===== config.mk =====
export PLATFORM = sky130hd
export DESIGN_NAME = button_event_scheduler_flat
export DESIGN_NICKNAME = d
export VERILOG_FILES = /design/src/rtl/button_event_scheduler_if.sv /design/src/rtl/button_event_scheduler.sv /design/src/flat_wrapper.sv
export SDC_FILE = /design/constraint.sdc
export NUM_CORES = 1
export LEC_CHECK = 0
export BUFFER_PORTS_ARGS = -buffer_cell sky130_fd_sc_hd__buf_4
export CORE_UTILIZATION = 60
export CTS_CLUSTER_DIAMETER = 100
export DETAILED_ROUTE_END_ITERATION = 8
export PLACE_DENSITY = 0.86
export SLEW_MARGIN = 30
export SYNTH_ARGS = -nofsm -noshare
export SYNTH_HDL_FRONTEND = slang
export SYNTH_SLANG_ARGS = --single-unit
export TNS_END_PERCENT = 10

===== constraint.sdc =====
create_clock -name clk_in -period 3.9 [get_ports clk_in]
set_input_delay 0.195 -clock clk_in [delete_from_list [all_inputs] [get_ports clk_in]]
set_output_delay 0.195 -clock clk_in [all_outputs]
set_load 0.05 [all_outputs]

===== src/rtl/button_event_scheduler_if.sv =====
// ---------------------------------------------------------------------------
// button_event_scheduler_if
// Event handshake between the button event scheduler and its consumer.
//   evt_valid  scheduler -> consumer  an event is being offered
//   evt_id     scheduler -> consumer  index of the offered button
//   evt_ready  consumer -> scheduler  consumer accepts the offered event
// Modports: master = scheduler side, slave = consumer side.
// ---------------------------------------------------------------------------
interface button_event_scheduler_if #(
  parameter int IDW = 2
);
  logic           evt_valid;
  logic [IDW-1:0] evt_id;
  logic           evt_ready;

  modport master (
    output evt_valid,
    output evt_id,
    input  evt_ready
  );

  modport slave (
    input  evt_valid,
    input  evt_id,
    output evt_ready
  );
endinterface


===== src/rtl/button_event_scheduler.sv =====
// ---------------------------------------------------------------------------
// button_event_scheduler
// Buffers one pending event per button from the debouncer pulses and hands
// them to the consumer one at a time in round-robin order. Also produces the
// slow sample_tick that clock-enables the debouncer shift registers.
//
// Ports:
//   clk_in       system clock, rising edge
//   reset        asynchronous, active-high reset
//   pulse_in     one-cycle event pulses, bit i = button i
//   clr_overrun  synchronous clear of all overrun flags
//   sample_tick  one-cycle pulse every TICK_DIV cycles
//   pending      per-button pending flags
//   overrun      sticky per-button "pulse while already pending" flags
//   evt_bus      master side of the valid/ready event handshake
// All outputs come straight from flops.
// ---------------------------------------------------------------------------
module button_event_scheduler #(
  parameter int N_BTN    = 4,
  parameter int IDW      = 2,
  parameter int TICK_DIV = 250000
) (
  input  logic                     clk_in,
  input  logic                     reset,
  input  logic [N_BTN-1:0]         pulse_in,
  input  logic                     clr_overrun,
  output logic                     sample_tick,
  output logic [N_BTN-1:0]         pending,
  output logic [N_BTN-1:0]         overrun,
  button_event_scheduler_if.master evt_bus
);

  localparam int CW = (TICK_DIV > 2) ? $clog2(TICK_DIV) : 1;
  localparam logic [CW-1:0] TICK_LAST = CW'(TICK_DIV - 1);
  localparam logic [CW-1:0] TICK_PRE  = CW'(TICK_DIV - 2);

  localparam logic [0:0] ST_IDLE  = 1'b0;
  localparam logic [0:0] ST_OFFER = 1'b1;

  logic [CW-1:0]    tick_cnt;
  logic [0:0]       state;
  logic [IDW-1:0]   rr_ptr;
  logic             evt_valid_q;
  logic [IDW-1:0]   evt_id_q;
  logic             grant_found;
  logic [IDW-1:0]   grant_idx;
  logic             grant_fire;
  logic [N_BTN-1:0] grant_mask;
  logic [N_BTN-1:0] overrun_set;
  logic [IDW-1:0]   rr_next;

  assign evt_bus.evt_valid = evt_valid_q;
  assign evt_bus.evt_id    = evt_id_q;

  // Free-running tick divider. The tick flop is loaded one count early so
  // that it is high exactly while the counter sits at TICK_DIV-1.
  always_ff @(posedge clk_in or posedge reset) begin
    if (reset) begin
      tick_cnt    <= '0;
      sample_tick <= 1'b0;
    end else begin
      tick_cnt    <= (tick_cnt == TICK_LAST) ? '0 : tick_cnt + CW'(1);
      sample_tick <= (tick_cnt == TICK_PRE);
    end
  end

  // Round-robin search: first pending bit at or after rr_ptr, wrapping.
  always_comb begin
    grant_found = 1'b0;
    grant_idx   = '0;
    for (int k = 0; k < N_BTN; k++) begin
      if (!grant_found && pending[(int'(rr_ptr) + k) % N_BTN]) begin
        grant_found = 1'b1;
        grant_idx   = IDW'((int'(rr_ptr) + k) % N_BTN);
      end
    end
  end

  assign grant_fire  = (state == ST_IDLE) && grant_found;
  assign grant_mask  = grant_fire ? (N_BTN'(1) << grant_idx) : '0;
  // A pulse landing on the bit being granted re-arms it rather than
  // counting as an overrun, so the granted bit is excluded here.
  assign overrun_set = pulse_in & pending & ~grant_mask;
  assign rr_next     = (evt_id_q == IDW'(N_BTN - 1)) ? '0 : evt_id_q + IDW'(1);

  // Pending and overrun flags; a new set always beats a same-cycle clear.
  always_ff @(posedge clk_in or posedge reset) begin
    if (reset) begin
      pending <= '0;
      overrun <= '0;
    end else begin
      pending <= (pending & ~grant_mask) | pulse_in;
      overrun <= clr_overrun ? overrun_set : (overrun | overrun_set);
    end
  end

  // Offer FSM: grant from IDLE, hold the offer until the consumer accepts,
  // then advance the round-robin pointer past the delivered button.
  always_ff @(posedge clk_in or posedge reset) begin
    if (reset) begin
      state       <= ST_IDLE;
      evt_valid_q <= 1'b0;
      evt_id_q    <= '0;
      rr_ptr      <= '0;
    end else begin
      case (state)
        ST_IDLE: begin
          if (grant_found) begin
            evt_id_q    <= grant_idx;
            evt_valid_q <= 1'b1;
            state       <= ST_OFFER;
          end
        end
        ST_OFFER: begin
          if (evt_valid_q && evt_bus.evt_ready) begin
            evt_valid_q <= 1'b0;
            rr_ptr      <= rr_next;
            state       <= ST_IDLE;
          end
        end
        default: begin
          state <= ST_IDLE;
        end
      endcase
    end
  end

endmodule

===== src/flat_wrapper.sv =====
// flat-port wrapper written by rule: the top's interface ports become plain ports
module button_event_scheduler_flat 
#(
  parameter int N_BTN    = 4,
  parameter int IDW      = 2,
  parameter int TICK_DIV = 250000
)
  (clk_in, reset, pulse_in, clr_overrun, sample_tick, pending, overrun, evt_bus_evt_valid, evt_bus_evt_id, evt_bus_evt_ready);
  button_event_scheduler_if #(.IDW(IDW)) evt_bus_i ();
  input  logic clk_in;
  input  logic reset;
  input  logic [N_BTN-1:0] pulse_in;
  input  logic clr_overrun;
  output logic sample_tick;
  output logic [N_BTN-1:0] pending;
  output logic [N_BTN-1:0] overrun;
  output wire logic [$bits(evt_bus_i.evt_valid)-1:0] evt_bus_evt_valid;
  output wire logic [$bits(evt_bus_i.evt_id)-1:0] evt_bus_evt_id;
  input wire logic [$bits(evt_bus_i.evt_ready)-1:0] evt_bus_evt_ready;
  assign evt_bus_evt_valid = evt_bus_i.evt_valid;
  assign evt_bus_evt_id = evt_bus_i.evt_id;
  assign evt_bus_i.evt_ready = evt_bus_evt_ready;
  button_event_scheduler #(.N_BTN(N_BTN), .IDW(IDW), .TICK_DIV(TICK_DIV)) u_core (.clk_in(clk_in), .reset(reset), .pulse_in(pulse_in), .clr_overrun(clr_overrun), .sample_tick(sample_tick), .pending(pending), .overrun(overrun), .evt_bus(evt_bus_i));
endmodule

After elaboration in Yosys (flattened, before gate mapping)
Cells that the tools add are included.
{"block": "totals", "regBits": 33, "input_bits": 8, "output_inout_bits": 12, "word_cells": 76}
{"block": "op_classes", "addsub": 5, "n_lt_le_gt_ge": 4, "eq_ne": 5, "shifts": 1, "n_mux": 29, "n_bitwise": 10, "n_reduce_logical": 14}
{"op": "equality test 18 bit (second input constant)", "count": 2}
{"op": "adder 18 x 1 -> 18 bit (second input constant)", "count": 1}
{"op": "two-way mux 18 bit", "count": 1}
{"op": "two-way mux 1 bit", "count": 15}
{"op": "bitwise AND 4 bit", "count": 3}
{"op": "< comparator 3 x 4 -> 1 bit (second input constant)", "count": 3}
{"op": "two-way mux 2 bit", "count": 5}
{"op": "binary-select mux 1 bit (select 2 bit)", "count": 4}
{"op": "two-way mux 4 bit", "count": 2}
{"op": "bitwise OR 4 bit", "count": 2}
{"op": "AND reduction 2 bit", "count": 3}
{"op": "OR reduction 2 bit", "count": 3}
{"op": "logical AND 1 bit", "count": 5}
{"op": "adder 2 x 1 -> 2 bit (second input constant)", "count": 2}
{"op": "adder 2 bit (second input constant)", "count": 2}
{"op": "inverter 4 bit", "count": 1}
{"op": "one-hot mux 1 bit (2 select lines)", "count": 2}
{"op": "<< shifter 1 x 2 -> 4 bit (first input constant)", "count": 1}
{"op": "bitwise AND 1 bit (first input constant)", "count": 3}
{"op": "logical NOT 1 bit", "count": 3}
{"op": "< comparator 2 x 3 -> 1 bit (second input constant)", "count": 1}
{"op": "equality test 2 bit (second input constant)", "count": 1}
{"op": "!= test 2 x 1 -> 1 bit (second input constant)", "count": 1}
{"op": "!= test 2 bit (second input constant)", "count": 1}
{"op": "inverter 1 bit", "count": 1}

Longest topological paths before layout
Gate-level depths: netlist (run 1).
{"block": "logic_depth", "ltp_word": 20, "ltp_mapped": 6, "mapped_depth_nobuf": 5}

Worst setup path after synthesis (run 1)
No wires, ideal clock.
{"block": "synth_timing", "path_kind": "reg2reg", "startpoint": "register u_core.pending[0]", "endpoint": "register u_core.evt_id_q[0], in the netlist u_core.evt_bus.evt_id[0]", "setup_time_ns": 0.118, "arrival_ns": 1.539, "required_ns": 3.782, "path_slack_ns": 2.243, "stages_incl_launch_ff": 5, "n_path_buf": 0, "synth_period_minus_slack_ns": 1.657, "cell_sequence": "dfrtp_1 > or4_4 > nand2b_1 > nor4_2 > a21o_1"}
{"block": "synth_between", "elab_chain_len": 13, "elab_cells_between_ends": 26, "classes_between": "19 x mux; 7 x reduce/logical"}
{"item": "from (decl)", "line_no": "button_event_scheduler.sv:28", "text": "output logic [N_BTN-1:0] pending,"}
{"item": "from (signal assigned)", "line_no": "button_event_scheduler.sv:92", "text": "pending <= (pending & ~grant_mask) | pulse_in;"}
{"item": "binary-select mux 1 bit (select 2 bit)", "line_no": "button_event_scheduler.sv:72", "text": "if (!grant_found && pending[(int'(rr_ptr) + k) % N_BTN]) begin"}
{"item": "two-way mux 1 bit (not written as such)", "line_no": "button_event_scheduler.sv:72"}
{"item": "two-way mux 1 bit", "line_no": "button_event_scheduler.sv:72"}
{"item": "logical NOT 1 bit", "line_no": "button_event_scheduler.sv:72"}
{"item": "logical AND 1 bit", "line_no": "button_event_scheduler.sv:72"}
{"item": "two-way mux 1 bit", "line_no": "button_event_scheduler.sv:72"}
{"item": "logical NOT 1 bit", "line_no": "button_event_scheduler.sv:72"}
{"item": "logical AND 1 bit", "line_no": "button_event_scheduler.sv:72"}
{"item": "two-way mux 1 bit", "line_no": "button_event_scheduler.sv:72"}
{"item": "logical NOT 1 bit", "line_no": "button_event_scheduler.sv:72"}
{"item": "logical AND 1 bit", "line_no": "button_event_scheduler.sv:72"}
{"item": "two-way mux 1 bit", "line_no": "button_event_scheduler.sv:72"}
{"item": "AND reduction 2 bit (no source line)"}
{"item": "to (signal assigned)", "line_no": "button_event_scheduler.sv:109", "text": "evt_id_q <= grant_idx;"}
{"item": "to (decl)", "line_no": "button_event_scheduler.sv:44", "text": "logic [IDW-1:0] evt_id_q;"}
Parallel ways exist; a longest one is shown, timed or not. The select of a mux whose other input is x is not followed.
A chain may end at the register's enable or synchronous reset.

Final worst setup path (run 1)
{"block": "layout_timing", "startpoint": "register u_core.tick_cnt[1]", "endpoint": "register u_core.tick_cnt[16]"}
{"block": "layout_between", "elab_chain_len": 2, "elab_cells_between_ends": 3, "classes_between": "1 x add/sub; 1 x eq/ne; 1 x mux"}
{"item": "from (decl)", "line_no": "button_event_scheduler.sv:40", "text": "logic [CW-1:0] tick_cnt;"}
{"item": "from (signal assigned)", "line_no": "button_event_scheduler.sv:62", "text": "tick_cnt <= (tick_cnt == TICK_LAST) ? '0 : tick_cnt + CW'(1);"}
{"item": "adder 18 x 1 -> 18 bit / equality test 18 bit (equally long branches)", "line_no": "button_event_scheduler.sv:62"}
{"item": "two-way mux 18 bit (*)", "line_no": "button_event_scheduler.sv:62"}
Mark *: on every way between the ends. The rest lies on a longest branch, timed or not.

==> flow_summary.ini, run 1 <==
[detailed_routing]
vias = 1336
drc = 0
antenna_left = 0
wire_per_inst_um = 15.8
wirelength_um = 3510
drtPass1Iterations = 4
vias_per_cell = 6.02
drtIter0Drc = 82

[power_and_ir_drop]
p_sw_w = 0.000305
clkPwrFrac = 0.291
swShare = 0.333
leakage_nw = 0.940
p_comb_frac = 0.262
intPower_w = 0.000612
seqPwrFrac = 0.448
power_density_nw_per_um2 = 465
peakVddDrop_mv = 0.501
power_w = 0.000917

[layout]
nFillCells = 181
finalNetCount = 202
drive_gt1_frac = 0.198
final_common_cell = dfrtp_1
most-common-layout-cells = dfrtp_1 (33), nor2_1 (24), buf_4 (20)
n_antenna_cell = 0
stdcell_area_sq_um = 1970
final_cells = 222
synthToLayoutAreaGrowth_pct = 15.8

[clock_tree]
cts_made_buffers = 5
clk_latency_ns = 0.34
cts_setup_buffers = 0
clkSlewWorstSetupHoldPaths_ns = 0.11
clock_sinks = 33
clockBufferDepth = 2
cts_htree_levels = 2
cts_resized = 0
hold_buffers = 1
root_buffer = clkbuf_4
cts_tree = built

[critical_path]
crit_type = reg2reg
reg2reg_slack_ns = 2.24
rr_startpoint = u_core.tick_cnt[1]$_DFF_PP0_
slowest_stage = dfrtp_1
crit_fanout = 9
end_kind = flip-flop
path_buf_inv = 0
required_ns = 4.17
worst_r2r_path_depth = 5
cp_top_family = simple AND/OR/NAND/NOR gates
cpPeakStageDelay_ns = 0.46
rr_endpoint = u_core.tick_cnt[16]$_DFF_PP0_
start_kind = flip-flop
cp_data_arrival_time_ns = 1.94
crit_chain = ha_1 > nand3_2 > nor3_2 > mux2i_1 > and3b_1

[sta]
period_share = 0.427
worst_slack_ns = 2.24
timing.fmax_ghz = 0.601
setup_viol = 0
finalWorstPathRequiredPeriod_ns = 1.66
skew_ns = 0.0129
maxSlewViolCount = 0
rsz0062_at_grt = no
relSlewSlack = 0.631
worst_pin_slew_ns = 0.550
setup_tns_ns = 0
finalHoldViolations = 0

[hold_path]
min_from = pulse_in[3]
hold_end = u_core.overrun[3]$_DFF_PP0_
hold_depth = 3
hold_path_class = in2reg

[synthesis]
syn_area_per_cell_sq_um = 10.3
synthCells = 166
synth.net_count = 177
synth_area_leaders = dfrtp_1 (48%), nor2_1 (5.3%), xor2_1 (3.6%)
yosysSeqAreaShare = 0.485
yosysTopAreaCellShare = 0.485
synth_cell_type_count = 42
yosys.area.top_type = dfrtp_1
yosys_register_bits = 33
syn_area_sq_um = 1700
yosysWarnings = 0

[die]
start_util = 0.663
core_area_sq_um = 2570
core.rowCount = 18
die_h_um = 55.3
die_width_um = 55.3
die_area_sq_um = 3060
io-pin-count = 20

[grt]
overflow = 0
grt_antenna_before_repair = 0
grt_pass1_wl_um = 6290
track_usage = 0.267
grt_pass1_vias = 1336
grt_max_degree = 34

[placement]
dp_slack_ns = 2.26
place_inst = 213
portBuffers = 19
hpwl_um = 2560
place_area_sq_um = 1880
globalplace.congestion = 0.872

[run]
cap_viol_max_count = 0

[run_status]
status = completed
==> sequential cells by signal, summed over array words and instances, names as in the netlist <==
register	cells
u_core.rr_ptr	2
u_core.pending	4
u_core.sample_tick	1
u_core.state	1
u_core.evt_bus.evt_valid	1
u_core.overrun	4
u_core.evt_bus.evt_id	2
u_core.tick_cnt	18
==> worst min-delay path: stages <==
cell	delay [ns]
buf_4	0.12
nand2_1	0.05
o21bai_1	0.06
==> cells in the mapped netlist <==
library cell and n:
o21a_1 1, o31ai_1 1, nand4_1 2, or3_1 1, mux2i_1 3, xor2_1 7
nor2b_1 5, nand2_1 12, and4b_1 1, o21bai_1 2, and4_1 2, nor2_1 24
and2_1 2, nand3_4 1, nand4_4 2, o21ai_0 3, nor4_2 1, nor4b_1 2
nand3_1 5, a31oi_1 5, xnor2_1 6, nor4_1 5, a21o_1 1, a41oi_1 1
inv_1 8, o32ai_1 1, nor3_2 2, dfrtp_1 33, nand2b_1 4, buf_2 2
or4_4 1, nand3_2 1, mux2_2 1, nor3_1 3, nor4_4 1, and3b_1 1
ha_1 3, clkbuf_1 1, a21o_2 1, and2b_1 1, a21oi_1 6, a221o_1 1
==> power groups by stage <==
| stage | clock, W | sequential [W] | combinational (W) |
|---|---|---|---|
| after floorplan | 0 | 0.000485 | 0.0000965 |
| after global placement | 0 | 0.000414 | 0.000230 |
| after detailed placement | 0 | 0.000417 | 0.000239 |
| after CTS | 0.000273 | 0.000410 | 0.000241 |
| after global routing | 0.000286 | 0.000416 | 0.000263 |
| final | 0.000266 | 0.000410 | 0.000240 |
==> per-layer routing <==
metal,GRT usage,vias up,part of all wire
met5,0,-,0
met4,0.0821,0,0.019
met3,0.0843,8,0.059
met2,0.456,40,0.53
met1,0.322,657,0.39
li1,-,631,-
==> metrics by stage <==
stage,utilization,hold slack (ns)
after floorplan,-,0.324
after global placement,0.731,0.306
after detailed placement,0.731,0.324
after CTS,0.768,0.126
after global routing,0.768,0.126
final,0.768,0.134
==> final cells by class <==
class | count | area, sq um | area share
Tap cell | 30 | 37.5 | 0.0190
Sequential cell | 33 | 826 | 0.419
Clock inverter | 1 | 30.0 | 0.0152
Timing Repair Buffer | 21 | 160 | 0.0812
Multi-Input combinational cell | 122 | 833 | 0.423
Clock buffer | 7 | 55.1 | 0.0279
Inverter | 8 | 30.0 | 0.0152
==> worst max-delay path by stage <==
stage / start / to / slack, ns / cells after the start
finish: u_core.tick_cnt[1]$_DFF_PP0_ / u_core.tick_cnt[16]$_DFF_PP0_ / 2.24 / 5
global route: u_core.tick_cnt[0]$_DFF_PP0_ / u_core.tick_cnt[16]$_DFF_PP0_ / 2.07 / 5
CTS: u_core.tick_cnt[1]$_DFF_PP0_ / u_core.tick_cnt[16]$_DFF_PP0_ / 2.22 / 5
detailed placement: u_core.tick_cnt[1]$_DFF_PP0_ / u_core.tick_cnt[16]$_DFF_PP0_ / 2.26 / 5
global placement: u_core.tick_cnt[0]$_DFF_PP0_ / u_core.tick_cnt[16]$_DFF_PP0_ / 2.38 / 5
floorplan: u_core.pending[0]$_DFF_PP0_ / u_core.evt_bus.evt_id[0]$_DFFE_PP0P_ / 2.24 / 4
==> cells by family (layout without fill, tap and decap cells) <==
kind of cell,after synthesis,in the layout,synth area share
simple gates,79,79,0.288
flops,33,33,0.485
compound gates,23,23,0.0882
xor+xnor,13,13,0.0669
buf+inv,11,37,0.0257
mux,4,4,0.0242
fa+ha+maj,3,3,0.0220
No activity file was read; power rests on OpenSTA's default activity.
==> run 2, diff against run 1 <==
--- a/config.mk
+++ b/config.mk
@@ -6,10 +6,10 @@
 export NUM_CORES = 1
 export LEC_CHECK = 0
 export BUFFER_PORTS_ARGS = -buffer_cell sky130_fd_sc_hd__buf_4
-export CORE_UTILIZATION = 60
+export CORE_UTILIZATION = 51
 export CTS_CLUSTER_DIAMETER = 100
 export DETAILED_ROUTE_END_ITERATION = 8
-export PLACE_DENSITY = 0.86
+export PLACE_DENSITY = 0.78
 export SLEW_MARGIN = 30
 export SYNTH_ARGS = -nofsm -noshare
 export SYNTH_HDL_FRONTEND = slang
==> constraint.sdc (replaced) <==
create_clock -name clk_in -period 1.5 [get_ports clk_in]
set_input_delay 0.075 -clock clk_in [delete_from_list [all_inputs] [get_ports clk_in]]
set_output_delay 0.075 -clock clk_in [all_outputs]
set_load 0.05 [all_outputs]
==> flow_summary.ini, run 2 (same netlist as run 1, synthesis figures left out) <==
[grt]
grt_max_degree = 34
grt_pass1_wl_um = 5800
overflow = 0
track_usage = 0.227
grt_pass1_vias = 1389
grt_antenna_before_repair = 0

[die]
io-pin-count = 20
core_area_sq_um = 3100
die_area_sq_um = 3570
core.rowCount = 20
die_h_um = 59.8
start_util = 0.549
die_width_um = 59.8

[sta]
skew_ns = 0.00897
period_share = 0.982
whs_ns = 0.0144
maxSlewViolCount = 0
worst_slack_ns = 0.0269
relSlewSlack = 0.729
rsz0062_at_grt = yes
finalWorstPathRequiredPeriod_ns = 1.47
setup_viol = 0
setup_tns_ns = 0
worst_pin_slew_ns = 0.406
timing.fmax_ghz = 0.679
finalHoldViolations = 0

[layout]
post-route-util = 0.695
most-common-layout-cells = buf_4 (28), nor2_1 (23), dfrtp_1 (21)
largest_register = u_core.tick_cnt
drive_gt1_frac = 0.319
finalNetCount = 214
synthToLayoutAreaGrowth_pct = 26.6
n_antenna_cell = 0
stdcell_area_sq_um = 2160
final_common_cell = buf_4
largest_reg_flops = 18
top_regs = u_core.tick_cnt x18, u_core.overrun x4, u_core.pending x4

[clock_tree]
cts_tree = built
clockBufferDepth = 2
cts_htree_levels = 2
root_buffer = clkbuf_4
clkSlewWorstSetupHoldPaths_ns = 0.10
cts_made_buffers = 5
clock_sinks = 33
clk_latency_ns = 0.34

[critical_path]
crit_fanout = 6
crit_chain = or4_4 > nand2b_4 > nor4_4 > a21o_1
reg2reg_slack_ns = 0.03
end_kind = flip-flop
cpPeakStageDelay_ns = 0.58
cp_data_arrival_time_ns = 1.71
slowest_stage = or4_4
rr_endpoint = u_core.evt_bus.evt_id[0]$_DFFE_PP0P_
required_ns = 1.74
worst_r2r_path_depth = 4
start_kind = flip-flop
crit_type = reg2reg
rr_startpoint = u_core.pending[3]$_DFF_PP0_
crit_cells = 4
path_buf_inv = 0
cp_top_family = simple AND/OR/NAND/NOR gates

[power_and_ir_drop]
leakage_nw = 1.02
p_sw_w = 0.000798
swShare = 0.364
clkPwrFrac = 0.217
intPower_w = 0.00139
peakVddDrop_mv = 0.527
seqPwrFrac = 0.490
p_comb_frac = 0.293
power_density_nw_per_um2 = 1020

[hold_path]
hold_depth = 3
hold_end = u_core.pending[0]$_DFF_PP0_
min_from = pulse_in[0]
hold_path_class = in2reg

[placement]
portBuffers = 19
dp_slack_ns = -0.0411
hpwl_um = 2480
globalplace.congestion = 0.842
place_area_sq_um = 1940

[run]
cap_viol_max_count = 0

[detailed_routing]
drtIter0Drc = 80
vias_per_cell = 5.55
antenna_left = 0
wire_per_inst_um = 14.2
drtPass1Iterations = 4
vias = 1377
drc = 0
wirelength_um = 3530

[run_status]
status = completed
==> run 2: cell types whose count changed in the layout (fill, tap and decap cells not counted), sizes merged <==
cell | before | now
buf | 20 | 28
dlygate4sd3 | 1 | 5
bufinv | 1 | 0
clkbuf | 7 | 8
==> run 2: how the worst max path moves through the flow <==
stage | start | to
finish | u_core.pending[3]$_DFF_PP0_ | u_core.evt_bus.evt_id[0]$_DFFE_PP0P_
floorplan | u_core.pending[0]$_DFF_PP0_ | u_core.evt_bus.evt_id[0]$_DFFE_PP0P_
detailed placement | u_core.rr_ptr[1]$_DFFE_PP0P_ | u_core.overrun[1]$_DFF_PP0_
global placement | u_core.rr_ptr[1]$_DFFE_PP0P_ | u_core.overrun[1]$_DFF_PP0_
global route | u_core.tick_cnt[10]$_DFF_PP0_ | u_core.tick_cnt[16]$_DFF_PP0_
CTS | u_core.tick_cnt[11]$_DFF_PP0_ | u_core.tick_cnt[16]$_DFF_PP0_
==> run 2: tightest hold or removal path, delay by kind of cell <==
kind | cells | cell delay (ns)
buf+inv | 1 | 0.12
simple gates | 1 | 0.08
compound gates | 1 | 0.05
==> run 2: final cells by class <==
cell class	count	area [sq um]
Inverter	8	30.0
Multi-Input combinational cell	122	921
Tap cell	44	55.1
Fill cell	242	947
Sequential cell	33	841
Timing Repair Buffer	33	260
Clock buffer	8	48.8
==> run 2: repair_timing <==
item | 4_1_cts | 5_1_grt
setup endpoints to repair | 8 | 14
hold buffers | 5 | 0
resized for setup | 2 | 19
buffers inserted | 0 | 3
endpoints found under the hold margin | 38 | 0
pin swaps | 0 | 5
==> run 2: stage by stage <==
step | std cells | total power, W
3_3_place_gp | 232 | 0.00168
3_5_place_dp | 232 | 0.00171
2_1_floorplan | 166 | 0.00151
5_1_grt | 248 | 0.00233
4_1_cts | 245 | 0.00221
6_report | 248 | 0.00219
==> run 2: layer usage <==
metal / vias to the layer above / GRT usage / wire, um
li1: 659 / - / -
met1: 672 / 0.233 / 1470
met2: 35 / 0.398 / 1830
met3: 11 / 0.0758 / 157
met4: 0 / 0.133 / 79
met5: - / 0 / 0
==> run 2: power by group through the flow <==
stage | Combinational [W] | Clock (W) | Sequential, W
after floorplan | 0.000253 | 0 | 0.00126
after global placement | 0.000601 | 0 | 0.00108
after detailed placement | 0.000618 | 0 | 0.00109
after CTS | 0.000640 | 0.000495 | 0.00107
after global routing | 0.000699 | 0.000544 | 0.00109
final | 0.000642 | 0.000476 | 0.00107
==> run 3, diff against run 2 <==
--- a/config.mk
+++ b/config.mk
@@ -6,10 +6,11 @@
 export NUM_CORES = 1
 export LEC_CHECK = 0
 export BUFFER_PORTS_ARGS = -buffer_cell sky130_fd_sc_hd__buf_4
-export CORE_UTILIZATION = 51
+export CORE_UTILIZATION = 40
 export CTS_CLUSTER_DIAMETER = 100
 export DETAILED_ROUTE_END_ITERATION = 8
-export PLACE_DENSITY = 0.78
+export PLACE_DENSITY = 0.65
+export SETUP_SLACK_MARGIN = 0.1
 export SLEW_MARGIN = 30
 export SYNTH_ARGS = -nofsm -noshare
 export SYNTH_HDL_FRONTEND = slang
==> flow_summary.ini, run 3 (same netlist as run 1, synthesis figures left out) <==
[run_status]
status = completed

[placement]
hpwl_um = 2620
globalplace.congestion = 0.850
portBuffers = 19

[grt]
grt_max_degree = 34
use_met3 = 0.0490
track_usage = 0.194
grt_antenna_before_repair = 0
overflow = 0
busiest_layer = met2
grt_pass1_wl_um = 6350
use_met2 = 0.341
grt_pass1_vias = 1407
use_met1 = 0.217

[sta]
finalWorstPathRequiredPeriod_ns = 1.45
setup_viol = 0
relSlewSlack = 0.718
worst_pin_slew_ns = 0.423
rsz0062_at_grt = yes
finalHoldViolations = 0
period_share = 0.968
setup_tns_ns = 0
whs_ns = 0.0542
skew_ns = 0.00620
timing.fmax_ghz = 0.688
maxSlewViolCount = 0

[clock_tree]
clockBufferDepth = 2
clock_sinks = 33
cts_htree_levels = 2
clk_latency_ns = 0.29
root_buffer = clkbuf_8
cts_tree = built
clkSlewWorstSetupHoldPaths_ns = 0.07
cts_made_buffers = 5

[layout]
nFillCells = 341
multiInputGateArea_sq_um = 960
n_antenna_cell = 0
finalNetCount = 221
top_regs = u_core.tick_cnt x18, u_core.overrun x4, u_core.pending x4
largest_register = u_core.tick_cnt
regArea_sq_um = 843
final_common_cell = buf_4
post-route-util = 0.564
synthToLayoutAreaGrowth_pct = 34.4
largest_reg_flops = 18
most-common-layout-cells = buf_4 (38), nor2_1 (19), dfrtp_1 (19)
drive_gt1_frac = 0.431

[power_and_ir_drop]
power_density_nw_per_um2 = 1060
power_w = 0.00242
peakVddDrop_mv = 0.554
leakage_nw = 1.05

[die]
start_util = 0.420
core_area_sq_um = 4060
die_area_sq_um = 4520
core.rowCount = 23
die_width_um = 67.2
io-pin-count = 20
die_h_um = 67.2

[critical_path]
crit_fanout = 5
crit_type = reg2reg
end_kind = flip-flop
required_ns = 1.65
start_kind = flip-flop
cp_data_arrival_time_ns = 1.61

[detailed_routing]
antenna_left = 0
wirelength_um = 3950
drc = 0
vias = 1419
wire_per_inst_um = 15.1
drtIter0Drc = 106
vias_per_cell = 5.44
drtPass1Iterations = 4

[hold_path]
hold_path_class = in2reg

[run]
cap_viol_max_count = 0
==> run 3: per-layer routing <==
layer / vias up / part of all wire
li1: 672 / -
met1: 714 / 0.42
met2: 29 / 0.53
met3: 4 / 0.037
met4: 0 / 0.015
met5: - / 0
==> run 3: path summary, 6_finish.rpt <==
kind                                                      start                             to  slack (ns)  depth (start not counted)
hold reg to reg            u_core.evt_bus.evt_id[0]$_DFFE_PP0P_   u_core.rr_ptr[0]$_DFFE_PP0P_        0.53                          1
max in group asynchronous                                 reset  u_core.tick_cnt[10]$_DFF_PP0_        0.74                          4
setup reg to reg                   u_core.rr_ptr[1]$_DFFE_PP0P_    u_core.pending[3]$_DFF_PP0_        0.05                          4
min in group asynchronous                                 reset   u_core.tick_cnt[2]$_DFF_PP0_        0.43                          4
setup / recovery                   u_core.rr_ptr[1]$_DFFE_PP0P_    u_core.pending[3]$_DFF_PP0_        0.05                          4
hold / removal                                      pulse_in[1]    u_core.overrun[1]$_DFF_PP0_        0.05                          3
==> run 3: metrics by stage <==
step / instance area (sq um) / setup WS [ns] / std cells
after CTS: 2150 / 0.0545 / 257
after global routing: 2290 / -0.0317 / 261
final: 2290 / 0.0474 / 261
after global placement: 1990 / -0.00649 / 243
after detailed placement: 1990 / -0.0663 / 243
after floorplan: 1720 / -0.0213 / 166
==> run 3: repair_timing <==
action,CTS,global route
endpoints found under the hold margin,33,0
pin swaps,4,17
setup buffers,5,4
setup endpoints to repair,17,24
hold buffers,1,0
resized for setup,11,25
==> run 3: cell type report <==
type,count,area share
clock buffer,5,0.0301
clock inverter,3,0.00765
inverter,8,0.0131
multi-input combinational,122,0.419
sequential,33,0.369
tap,50,0.0273
timing repair buffer,40,0.134
==> run 3: worst max-delay path, stage by stage (launching register included) <==
cell and delay (ns):
dfrtp_1 0.41, mux2i_1 0.25, nor2_2 0.08, nor4_4 0.42
a31oi_1 0.14
==> run 3: where the power goes <==
part           switching [W]  internal (W)
Clock               0.000348      0.000320
Combinational       0.000429      0.000250
Sequential         0.0000924      0.000976
Total               0.000870       0.00155
